--- src/rtl/adc_spi_responder_if.sv ---
// SPI pins and sample/command handshake signals of the ADC SPI responder.
//   spi_cs_n, spi_sck, spi_mosi : SPI master pins (mode 0)
//   spi_miso, spi_miso_oe       : SPI slave data out and its output enable
//   sample_data/valid/ready     : conversion result handshake into the holding register
//   cmd_data, cmd_valid         : command bits received at the start of each frame
//   frame_error                 : one-clk pulse when a frame is cut short by CS
// The slave modport is used by the responder, the master modport by whoever drives it.
interface adc_spi_responder_if #(
  parameter int unsigned FRAME_BITS = 16,
  parameter int unsigned DATA_BITS  = 12
);
  logic                           spi_cs_n;
  logic                           spi_sck;
  logic                           spi_mosi;
  logic                           spi_miso;
  logic                           spi_miso_oe;
  logic [DATA_BITS-1:0]           sample_data;
  logic                           sample_valid;
  logic                           sample_ready;
  logic [FRAME_BITS-DATA_BITS-1:0] cmd_data;
  logic                           cmd_valid;
  logic                           frame_error;

  modport slave (
    input  spi_cs_n, spi_sck, spi_mosi, sample_data, sample_valid,
    output spi_miso, spi_miso_oe, sample_ready, cmd_data, cmd_valid, frame_error
  );

  modport master (
    output spi_cs_n, spi_sck, spi_mosi, sample_data, sample_valid,
    input  spi_miso, spi_miso_oe, sample_ready, cmd_data, cmd_valid, frame_error
  );
endinterface

--- src/rtl/adc_spi_responder.sv ---
// SPI mode-0 slave that returns one held ADC sample per frame and captures the command bits
// the master sends in the first FRAME_BITS-DATA_BITS MOSI bits.
//   clk   : system clock, at least 4x SCK
//   reset : synchronous, active-high
//   bus   : adc_spi_responder_if slave modport (SPI pins, sample handshake, cmd/error outputs)
// Frame word on MISO, MSB first: {empty, zeros, sample}, where empty=1 and sample=0 when no
// sample was held at the start of the frame.
module adc_spi_responder #(
  parameter int unsigned FRAME_BITS  = 16,
  parameter int unsigned DATA_BITS   = 12,
  parameter int unsigned SYNC_STAGES = 2
) (
  input logic                clk,
  input logic                reset,
  adc_spi_responder_if.slave bus
);

  localparam int unsigned CMD_BITS = FRAME_BITS - DATA_BITS;
  localparam int unsigned CNT_W    = $clog2(FRAME_BITS + 1);

  typedef enum logic [1:0] {
    StIdle,
    StShift,
    StDone
  } state_e;

  // Input synchronizers; the last stage is the only view of the pins used anywhere.
  logic [SYNC_STAGES-1:0] cs_sync_q, sck_sync_q, mosi_sync_q;
  logic                   cs_prev_q, sck_prev_q;
  logic                   cs_s, sck_s, mosi_s;
  logic                   cs_fall, cs_rise, sck_rise, sck_fall;

  state_e                state_q, state_d;
  logic [DATA_BITS-1:0]  hold_q, hold_d;
  logic                  hold_full_q, hold_full_d;
  logic [FRAME_BITS-1:0] tx_q, tx_d;
  logic [FRAME_BITS-1:0] rx_q, rx_d;
  logic [CNT_W-1:0]      cnt_q, cnt_d;
  logic [CMD_BITS-1:0]   cmd_q, cmd_d;
  logic                  frame_err_q, frame_err_d;
  logic                  oe_q, oe_d;
  logic                  sample_ready;

  always_ff @(posedge clk) begin
    if (reset) begin
      cs_sync_q   <= '1;
      sck_sync_q  <= '0;
      mosi_sync_q <= '0;
      cs_prev_q   <= 1'b1;
      sck_prev_q  <= 1'b0;
    end else begin
      cs_sync_q   <= (cs_sync_q << 1) | SYNC_STAGES'(bus.spi_cs_n);
      sck_sync_q  <= (sck_sync_q << 1) | SYNC_STAGES'(bus.spi_sck);
      mosi_sync_q <= (mosi_sync_q << 1) | SYNC_STAGES'(bus.spi_mosi);
      cs_prev_q   <= cs_s;
      sck_prev_q  <= sck_s;
    end
  end

  assign cs_s     = cs_sync_q[SYNC_STAGES-1];
  assign sck_s    = sck_sync_q[SYNC_STAGES-1];
  assign mosi_s   = mosi_sync_q[SYNC_STAGES-1];
  assign cs_fall  = cs_prev_q & ~cs_s;
  assign cs_rise  = ~cs_prev_q & cs_s;
  assign sck_rise = ~sck_prev_q & sck_s;
  assign sck_fall = sck_prev_q & ~sck_s;

  assign sample_ready = ~hold_full_q;

  always_ff @(posedge clk) begin
    if (reset) begin
      state_q     <= StIdle;
      hold_q      <= '0;
      hold_full_q <= 1'b0;
      tx_q        <= '0;
      rx_q        <= '0;
      cnt_q       <= '0;
      cmd_q       <= '0;
      frame_err_q <= 1'b0;
      oe_q        <= 1'b0;
    end else begin
      state_q     <= state_d;
      hold_q      <= hold_d;
      hold_full_q <= hold_full_d;
      tx_q        <= tx_d;
      rx_q        <= rx_d;
      cnt_q       <= cnt_d;
      cmd_q       <= cmd_d;
      frame_err_q <= frame_err_d;
      oe_q        <= oe_d;
    end
  end

  always_comb begin
    state_d     = state_q;
    hold_d      = hold_q;
    hold_full_d = hold_full_q;
    tx_d        = tx_q;
    rx_d        = rx_q;
    cnt_d       = cnt_q;
    cmd_d       = cmd_q;
    frame_err_d = 1'b0;
    oe_d        = oe_q;

    // A CS rise ends the driven window whether the frame completed or was aborted.
    if (cs_rise) begin
      oe_d = 1'b0;
    end

    unique case (state_q)
      StIdle: begin
        if (cs_fall) begin
          state_d                = StShift;
          cnt_d                  = '0;
          tx_d                   = '0;
          tx_d[FRAME_BITS-1]     = ~hold_full_q;
          if (hold_full_q) begin
            tx_d[DATA_BITS-1:0] = hold_q;
          end
          hold_full_d            = 1'b0;
          oe_d                   = 1'b1;
        end
      end
      StShift: begin
        if (cs_rise) begin
          // Sample already left the holding register; it is dropped, not returned.
          frame_err_d = (cnt_q < CNT_W'(FRAME_BITS));
          state_d     = StIdle;
        end else if (sck_rise) begin
          rx_d  = {rx_q[FRAME_BITS-2:0], mosi_s};
          cnt_d = cnt_q + CNT_W'(1);
          if (cnt_d == CNT_W'(FRAME_BITS)) begin
            state_d = StDone;
            cmd_d   = rx_d[FRAME_BITS-1:DATA_BITS];
          end
        end else if (sck_fall) begin
          tx_d = {tx_q[FRAME_BITS-2:0], 1'b0};
        end
      end
      StDone: begin
        state_d = StIdle;
      end
      default: begin
        state_d = StIdle;
      end
    endcase

    // Evaluated after the frame-start clear: a sample arriving on the CS-fall cycle
    // waits in the holding register for the next frame.
    if (sample_ready && bus.sample_valid) begin
      hold_d      = bus.sample_data;
      hold_full_d = 1'b1;
    end
  end

  assign bus.spi_miso     = oe_q & tx_q[FRAME_BITS-1];
  assign bus.spi_miso_oe  = oe_q;
  assign bus.sample_ready = sample_ready;
  assign bus.cmd_data     = cmd_q;
  assign bus.cmd_valid    = (state_q == StDone);
  assign bus.frame_error  = frame_err_q;

endmodule

--- src/flat_wrapper.sv ---
// flat-port wrapper written by rule: the top's interface ports become plain ports
module adc_spi_responder_flat 
#(
  parameter int unsigned FRAME_BITS  = 16,
  parameter int unsigned DATA_BITS   = 12,
  parameter int unsigned SYNC_STAGES = 2
)
  (clk, reset, bus_spi_cs_n, bus_spi_sck, bus_spi_mosi, bus_sample_data, bus_sample_valid, bus_spi_miso, bus_spi_miso_oe, bus_sample_ready, bus_cmd_data, bus_cmd_valid, bus_frame_error);
  adc_spi_responder_if #(.FRAME_BITS(FRAME_BITS), .DATA_BITS(DATA_BITS)) bus_i ();
  input logic clk;
  input logic reset;
  input wire logic [$bits(bus_i.spi_cs_n)-1:0] bus_spi_cs_n;
  input wire logic [$bits(bus_i.spi_sck)-1:0] bus_spi_sck;
  input wire logic [$bits(bus_i.spi_mosi)-1:0] bus_spi_mosi;
  input wire logic [$bits(bus_i.sample_data)-1:0] bus_sample_data;
  input wire logic [$bits(bus_i.sample_valid)-1:0] bus_sample_valid;
  output wire logic [$bits(bus_i.spi_miso)-1:0] bus_spi_miso;
  output wire logic [$bits(bus_i.spi_miso_oe)-1:0] bus_spi_miso_oe;
  output wire logic [$bits(bus_i.sample_ready)-1:0] bus_sample_ready;
  output wire logic [$bits(bus_i.cmd_data)-1:0] bus_cmd_data;
  output wire logic [$bits(bus_i.cmd_valid)-1:0] bus_cmd_valid;
  output wire logic [$bits(bus_i.frame_error)-1:0] bus_frame_error;
  assign bus_i.spi_cs_n = bus_spi_cs_n;
  assign bus_i.spi_sck = bus_spi_sck;
  assign bus_i.spi_mosi = bus_spi_mosi;
  assign bus_i.sample_data = bus_sample_data;
  assign bus_i.sample_valid = bus_sample_valid;
  assign bus_spi_miso = bus_i.spi_miso;
  assign bus_spi_miso_oe = bus_i.spi_miso_oe;
  assign bus_sample_ready = bus_i.sample_ready;
  assign bus_cmd_data = bus_i.cmd_data;
  assign bus_cmd_valid = bus_i.cmd_valid;
  assign bus_frame_error = bus_i.frame_error;
  adc_spi_responder #(.FRAME_BITS(FRAME_BITS), .DATA_BITS(DATA_BITS), .SYNC_STAGES(SYNC_STAGES)) u_core (.clk(clk), .reset(reset), .bus(bus_i));
endmodule
--- config.mk ---
export PLATFORM = sky130hd
export DESIGN_NAME = adc_spi_responder_flat
export DESIGN_NICKNAME = d
export VERILOG_FILES = /design/src/rtl/adc_spi_responder_if.sv /design/src/rtl/adc_spi_responder.sv /design/src/flat_wrapper.sv
export SDC_FILE = /design/constraint.sdc
export NUM_CORES = 1
export LEC_CHECK = 0
export CORE_MARGIN = 5
export CORE_UTILIZATION = 60
export CTS_CLUSTER_SIZE = 20
export DETAILED_ROUTE_END_ITERATION = 10
export PLACE_DENSITY_LB_ADDON = 0.08
export SLEW_MARGIN = 40
export SYNTH_ARGS = -nofsm -noshare
export SYNTH_HDL_FRONTEND = slang
export SYNTH_SLANG_ARGS = --single-unit
--- constraint.sdc ---
create_clock -name clk -period 3.58 [get_ports clk]
set_input_delay 0.716 -clock clk [delete_from_list [all_inputs] [get_ports clk]]
set_output_delay 0.716 -clock clk [all_outputs]
set_load 0.03 [all_outputs]
After elaboration in Yosys (flattened, before gate mapping)
Index checks and enable logic that the tools add are counted.
{ "totals": {"regBits": 65, "input_bits": 18, "output_inout_bits": 9} }
{ "classes": {"addsub": 1, "magnitude_cmp": 1, "n_eq_ne": 10, "n_mux": 21, "bitwise_logic": 15, "n_reduce_logical": 12} }
{ "ops": {"columns": ["operator", "n"], "rows": [
  ["16-bit 2-to-1 mux", 4],
  ["16-bit case mux with 2 select lines", 1],
  ["5-bit 2-to-1 mux", 3],
  ["12-bit 2-to-1 mux", 1],
  ["5-bit case mux with 2 select lines", 1],
  ["2-bit 2-to-1 mux", 4],
  ["4-bit AND reduction", 2],
  ["1-bit NOT", 7],
  ["1-bit 2-to-1 mux", 6],
  ["2-bit by 1-bit != test with 1-bit output (second input constant)", 3],
  ["3-bit by 1-bit != test with 1-bit output (second input constant)", 2],
  ["2-bit by 1-bit OR with 2-bit output", 3],
  ["3-bit AND reduction", 2],
  ["2-bit nonzero test", 3],
  ["5-bit by 1-bit adder with 5-bit output (second input constant)", 1],
  ["1-bit AND", 5],
  ["5-bit equality test (second input constant)", 1],
  ["5-bit less-than comparator (second input constant)", 1],
  ["5-bit AND reduction", 1],
  ["2-bit != test (second input constant)", 2],
  ["2-bit case mux with 2 select lines", 1],
  ["3-bit OR reduction", 1],
  ["2-bit by 1-bit equality test with 1-bit output (second input constant)", 1],
  ["2-bit equality test (second input constant)", 1],
  ["other kinds (3)", 3]
]} }

Logic depth before layout (Yosys ltp)
{ "logic_depth": {"ltp_word": 6, "depth_mapped": 7} }

Worst setup path before layout
No wires, ideal clock.
{ "synth_path": {"path_type": "register -> output", "startpoint": "register u_core.state_q[0]", "endpoint": "output port bus_cmd_valid", "arrival_time_ns": 1.004, "slack_ns": 1.860, "stages_incl_launch_ff": 3, "path_cell_list": "dfxtp_1 -> clkbuf_1 -> nor2b_1"} }
{ "synth_between": {"elab_chain_cells": 1} }
{ "synth_lines": {"columns": ["item", "line", "source"], "rows": [
  ["start: declaration", "adc_spi_responder.sv:33", "state_e state_q, state_d;"],
  ["start signal: assignment", "adc_spi_responder.sv:72", "state_q <= StIdle;"],
  ["start signal: assignment", "adc_spi_responder.sv:82", "state_q <= state_d;"],
  ["2-bit equality test", "adc_spi_responder.sv:160", "assign bus.cmd_valid = (state_q == StDone);"],
  ["end: declaration", "flat_wrapper.sv:21", "output wire logic [$bits(bus_i.cmd_valid)-1:0] bus_cmd_valid;"]
]} }
Every way passes these cells.

Final worst setup path
{ "layout_path": {"startpoint": "register u_core.hold_full_q", "endpoint": "output port bus_sample_ready"} }
{ "layout_between": {"elab_chain_cells": 1} }
{ "layout_lines": {"columns": ["item", "line", "source"], "rows": [
  ["start: declaration", "adc_spi_responder.sv:35", "logic hold_full_q, hold_full_d;"],
  ["start signal: assignment", "adc_spi_responder.sv:84", "hold_full_q <= hold_full_d;"],
  ["1-bit NOT", "adc_spi_responder.sv:68", "assign sample_ready = ~hold_full_q;"],
  ["end: declaration", "flat_wrapper.sv:19", "output wire logic [$bits(bus_i.sample_ready)-1:0] bus_sample_ready;"]
]} }
Every way passes these cells.

==> flow_results.xml <==
<?xml version="1.0" encoding="UTF-8"?>
<metrics>
  <group name="clock_network">
    <metric name="clock_insertion_delay_worst_skew" unit="ps">340</metric>
    <metric name="cts-hold-fix-buffers" unit="">0</metric>
    <metric name="htreeDepth" unit="">3</metric>
    <metric name="clk_transition_reported_paths" unit="ps">60</metric>
    <metric name="maximum_number_of_buffers_from_clock_root_to_sink" unit="">2</metric>
    <metric name="cts_root_buffer" unit="">sky130_fd_sc_hd__clkbuf_8</metric>
    <metric name="cts_tree" unit="">done</metric>
    <metric name="cts_setup_buffers" unit="">0</metric>
    <metric name="number_of_buffers_inserted_during_clock_tree_synthesis" unit="">9</metric>
    <metric name="cts_sinks" unit="">65</metric>
    <metric name="post_cts.resized_instances" unit="">0</metric>
  </group>
  <group name="layout">
    <metric name="final_cells" unit="">384</metric>
    <metric name="layout.nets" unit="">347</metric>
    <metric name="layout_cells_sized_above_1" unit="">0.108</metric>
    <metric name="finish.instance_area" unit="um^2">3030</metric>
    <metric name="layout_common_cells" unit="">74 x sky130_fd_sc_hd__nand2_1, 65 x sky130_fd_sc_hd__dfxtp_1, 41 x sky130_fd_sc_hd__a21oi_1, 25 x sky130_fd_sc_hd__clkdlybuf4s50_1, 21 x sky130_fd_sc_hd__nand3_1</metric>
    <metric name="antenna_cells" unit="">0</metric>
    <metric name="layout_commonest_cell" unit="">sky130_fd_sc_hd__nand2_1</metric>
    <metric name="final_core_utilization" unit="">0.701</metric>
    <metric name="flow.area_growth_from_synthesis" unit="%">13.4</metric>
  </group>
  <group name="min_path">
    <metric name="holdCritPathClass" unit="">flip-flop to flip-flop</metric>
  </group>
  <group name="timing">
    <metric name="setup_viol_count_final" unit="">0</metric>
    <metric name="timing.final.hold_violations" unit="">0</metric>
    <metric name="fmax" unit="MHz">403</metric>
    <metric name="hold-worst-slack" unit="ps">425</metric>
    <metric name="worst-slew-pin-transition" unit="ps">636</metric>
    <metric name="fin_crit" unit="ps">2480</metric>
    <metric name="timing.final.max_slew_violations" unit="">0</metric>
    <metric name="grt_setup_unrepaired" unit="">no</metric>
    <metric name="layout_worst_path_cycle_share" unit="">0.693</metric>
    <metric name="setup_tns_final" unit="ps">0</metric>
    <metric name="max_slew_margin" unit="">0.576</metric>
    <metric name="worst_clock_skew" unit="ps">5.78</metric>
    <metric name="post-route-worst-setup-slack" unit="ps">1100</metric>
  </group>
  <group name="placed_design">
    <metric name="port_buffers" unit="">26</metric>
    <metric name="placed_cells" unit="">369</metric>
    <metric name="post_dp_cell_area" unit="um^2">2870</metric>
    <metric name="dp_worst_setup_slack" unit="ps">1330</metric>
    <metric name="dp_hpwl" unit="mm">3.33</metric>
    <metric name="place.gp.congestion" unit="">0.765</metric>
  </group>
  <group name="detailed_routing">
    <metric name="route.antenna.remaining_nets" unit="">0</metric>
    <metric name="route.vias.total" unit="">2166</metric>
    <metric name="vias_per_cell" unit="">5.64</metric>
    <metric name="firstDrtPassIters" unit="">4</metric>
    <metric name="finalWirelength" unit="mm">5.15</metric>
    <metric name="detail_route.wl_per_cell" unit="um">13.4</metric>
    <metric name="drtIter0Drc" unit="">158</metric>
    <metric name="drc_violation_count_after_routing" unit="">0</metric>
  </group>
  <group name="global_routing">
    <metric name="number_of_global_route_vias_before_repair" unit="">2011</metric>
    <metric name="grt_antenna_before_repair" unit="">0</metric>
    <metric name="grt_overflow_total" unit="">0</metric>
    <metric name="grt_usage" unit="">0.189</metric>
    <metric name="grt_max_degree" unit="">47</metric>
    <metric name="first_pass_grt_wire_length" unit="mm">9.12</metric>
  </group>
  <group name="floorplan">
    <metric name="top_level_ports" unit="">27</metric>
    <metric name="initial_core_util" unit="">0.618</metric>
    <metric name="dieArea" unit="um^2">5890</metric>
    <metric name="die_height" unit="um">76.8</metric>
    <metric name="core.rowCount" unit="">24</metric>
    <metric name="core_area" unit="um^2">4320</metric>
    <metric name="die_x" unit="um">76.8</metric>
  </group>
  <group name="synth">
    <metric name="synth.area.top_cells" unit="">sky130_fd_sc_hd__dfxtp_1 49%, sky130_fd_sc_hd__nand2_1 10%, sky130_fd_sc_hd__a21oi_1 7.7%</metric>
    <metric name="synth-seq-cells" unit="">65</metric>
    <metric name="synth-main-ff-cell" unit="">sky130_fd_sc_hd__dfxtp_1</metric>
    <metric name="synth_enable_flop_cells" unit="">0</metric>
    <metric name="ys_seq_area_frac" unit="">0.487</metric>
    <metric name="synth_top_cell_by_area" unit="">sky130_fd_sc_hd__dfxtp_1</metric>
    <metric name="synth_largest_type_area_fraction" unit="">0.487</metric>
    <metric name="instance_count_of_the_mapped_netlist" unit="">313</metric>
    <metric name="yosysWarnings" unit="">0</metric>
    <metric name="netlist_area" unit="um^2">2670</metric>
    <metric name="synth_cell_type_count" unit="">42</metric>
    <metric name="async_reset_ff_frac" unit="">0</metric>
    <metric name="synthesis.area_per_instance" unit="um^2">8.54</metric>
    <metric name="synth_nets" unit="">332</metric>
  </group>
  <group name="power_and_ir_drop">
    <metric name="ir_worst_vdd" unit="mV">0.311</metric>
    <metric name="switching_power" unit="mW">0.330</metric>
    <metric name="comb_power_share" unit="">0.073</metric>
    <metric name="netSwitchingFraction" unit="">0.239</metric>
    <metric name="p_int" unit="mW">1.05</metric>
    <metric name="seq_power_share" unit="">0.553</metric>
    <metric name="cellPowerDensity" unit="nW/um^2">455</metric>
    <metric name="p_clk_frac" unit="">0.374</metric>
    <metric name="static-leakage-power" unit="nW">1.00</metric>
    <metric name="totalPowerFinal" unit="mW">1.38</metric>
  </group>
  <group name="job">
    <metric name="max_cap_violations" unit="">0</metric>
  </group>
  <group name="critical_path">
    <metric name="timing.critical_path.fanout_max" unit="">16</metric>
    <metric name="cp_data_arrival_time" unit="ps">1770</metric>
    <metric name="worst_setup_path_end_kind" unit="">primary output</metric>
    <metric name="worstSetupStartpointType" unit="">flip-flop</metric>
    <metric name="worstPathRequired" unit="ps">2860</metric>
    <metric name="crit_type" unit="">flip-flop to primary output</metric>
    <metric name="regToRegSetupSlack" unit="ps">1680</metric>
  </group>
  <group name="outcome">
    <metric name="run_status" unit="">finished clean</metric>
  </group>
</metrics>
-- cells in the mapped netlist (3+ instances only) --
cell                       count
sky130_fd_sc_hd__nor2_1       11
sky130_fd_sc_hd__a21oi_1      41
sky130_fd_sc_hd__nand4_1       5
sky130_fd_sc_hd__buf_6         3
sky130_fd_sc_hd__buf_2         5
sky130_fd_sc_hd__o31ai_1       5
sky130_fd_sc_hd__a311oi_2      6
sky130_fd_sc_hd__nor2_2        4
sky130_fd_sc_hd__nor2b_1      11
sky130_fd_sc_hd__o21ai_0       4
sky130_fd_sc_hd__a311oi_1      5
sky130_fd_sc_hd__or2_2         3
sky130_fd_sc_hd__nand2b_1      6
sky130_fd_sc_hd__dfxtp_1      65
sky130_fd_sc_hd__nand2_1      74
sky130_fd_sc_hd__buf_1         3
sky130_fd_sc_hd__nand3_1      21
sky130_fd_sc_hd__clkbuf_1      9
sky130_fd_sc_hd__and3_1        3
-- power groups by stage --
stage	Sequential, mW	Clock, mW	Combinational [mW]
6_report	0.764	0.516	0.101
5_1_grt	0.766	0.568	0.113
4_1_cts	0.763	0.530	0.101
3_5_place_dp	0.779	0	0.101
3_3_place_gp	0.778	0	0.0991
2_1_floorplan	0.773	0	0.0753
-- cell families (layout without fill, tap and decap cells) --
| group | Yosys count | in the layout | synth area share |
|---|---|---|---|
| adders and majority gates | 1 | 1 | 0.00468 |
| AOI/OAI and AO/OA | 68 | 68 | 0.169 |
| muxes | 2 | 2 | 0.00795 |
| and+or+nand+nor | 151 | 151 | 0.275 |
| buffers and inverters | 26 | 45 | 0.0566 |
| DFF | 65 | 65 | 0.487 |
-- state kept, by name, indices dropped and copies added, names as in the netlist, 2 cells and up --
name / cells
u_core.tx_q: 16
u_core.rx_q: 15
u_core.hold_q: 12
u_core.cnt_q: 5
u_core.bus.cmd_data: 4
u_core.cs_sync_q: 2
u_core.mosi_sync_q: 2
u_core.sck_sync_q: 2
u_core.state_q: 2
-- per-layer routing --
| metal | global-route usage | up-vias | wire length (um) |
|---|---|---|---|
| li1 | - | 1109 | - |
| met1 | 0.263 | 1013 | 2580 |
| met2 | 0.264 | 36 | 2260 |
| met3 | 0.0492 | 8 | 226 |
| met4 | 0.101 | 0 | 87 |
| met5 | 0 | - | 0 |
-- layout make-up --
class,count,area [um^2]
Sequential cell,65,1300
Timing Repair Buffer,28,273
Clock buffer,11,141
Fill cell,366,1290
Clock inverter,4,20.0
Multi-Input combinational cell,222,1220
Tap cell,52,65.1
Inverter,2,7.51
-- worst paths after layout --
kind | from | end | cells after the start
max | u_core.hold_full_q | bus_sample_ready | 2
min | u_core.cs_sync_q[0] | u_core.cs_sync_q[1] | 1
max reg2reg | u_core.state_q[0] | u_core.cnt_q[3] | 4
min reg2reg | u_core.cs_sync_q[0] | u_core.cs_sync_q[1] | 1
-- critical path: stages, from the launching register on --
cell                              delay [ps]
sky130_fd_sc_hd__dfxtp_1                 690
sky130_fd_sc_hd__inv_1                   120
sky130_fd_sc_hd__clkdlybuf4s50_1         620
Note: power is estimated with default switching activity, not from simulation.
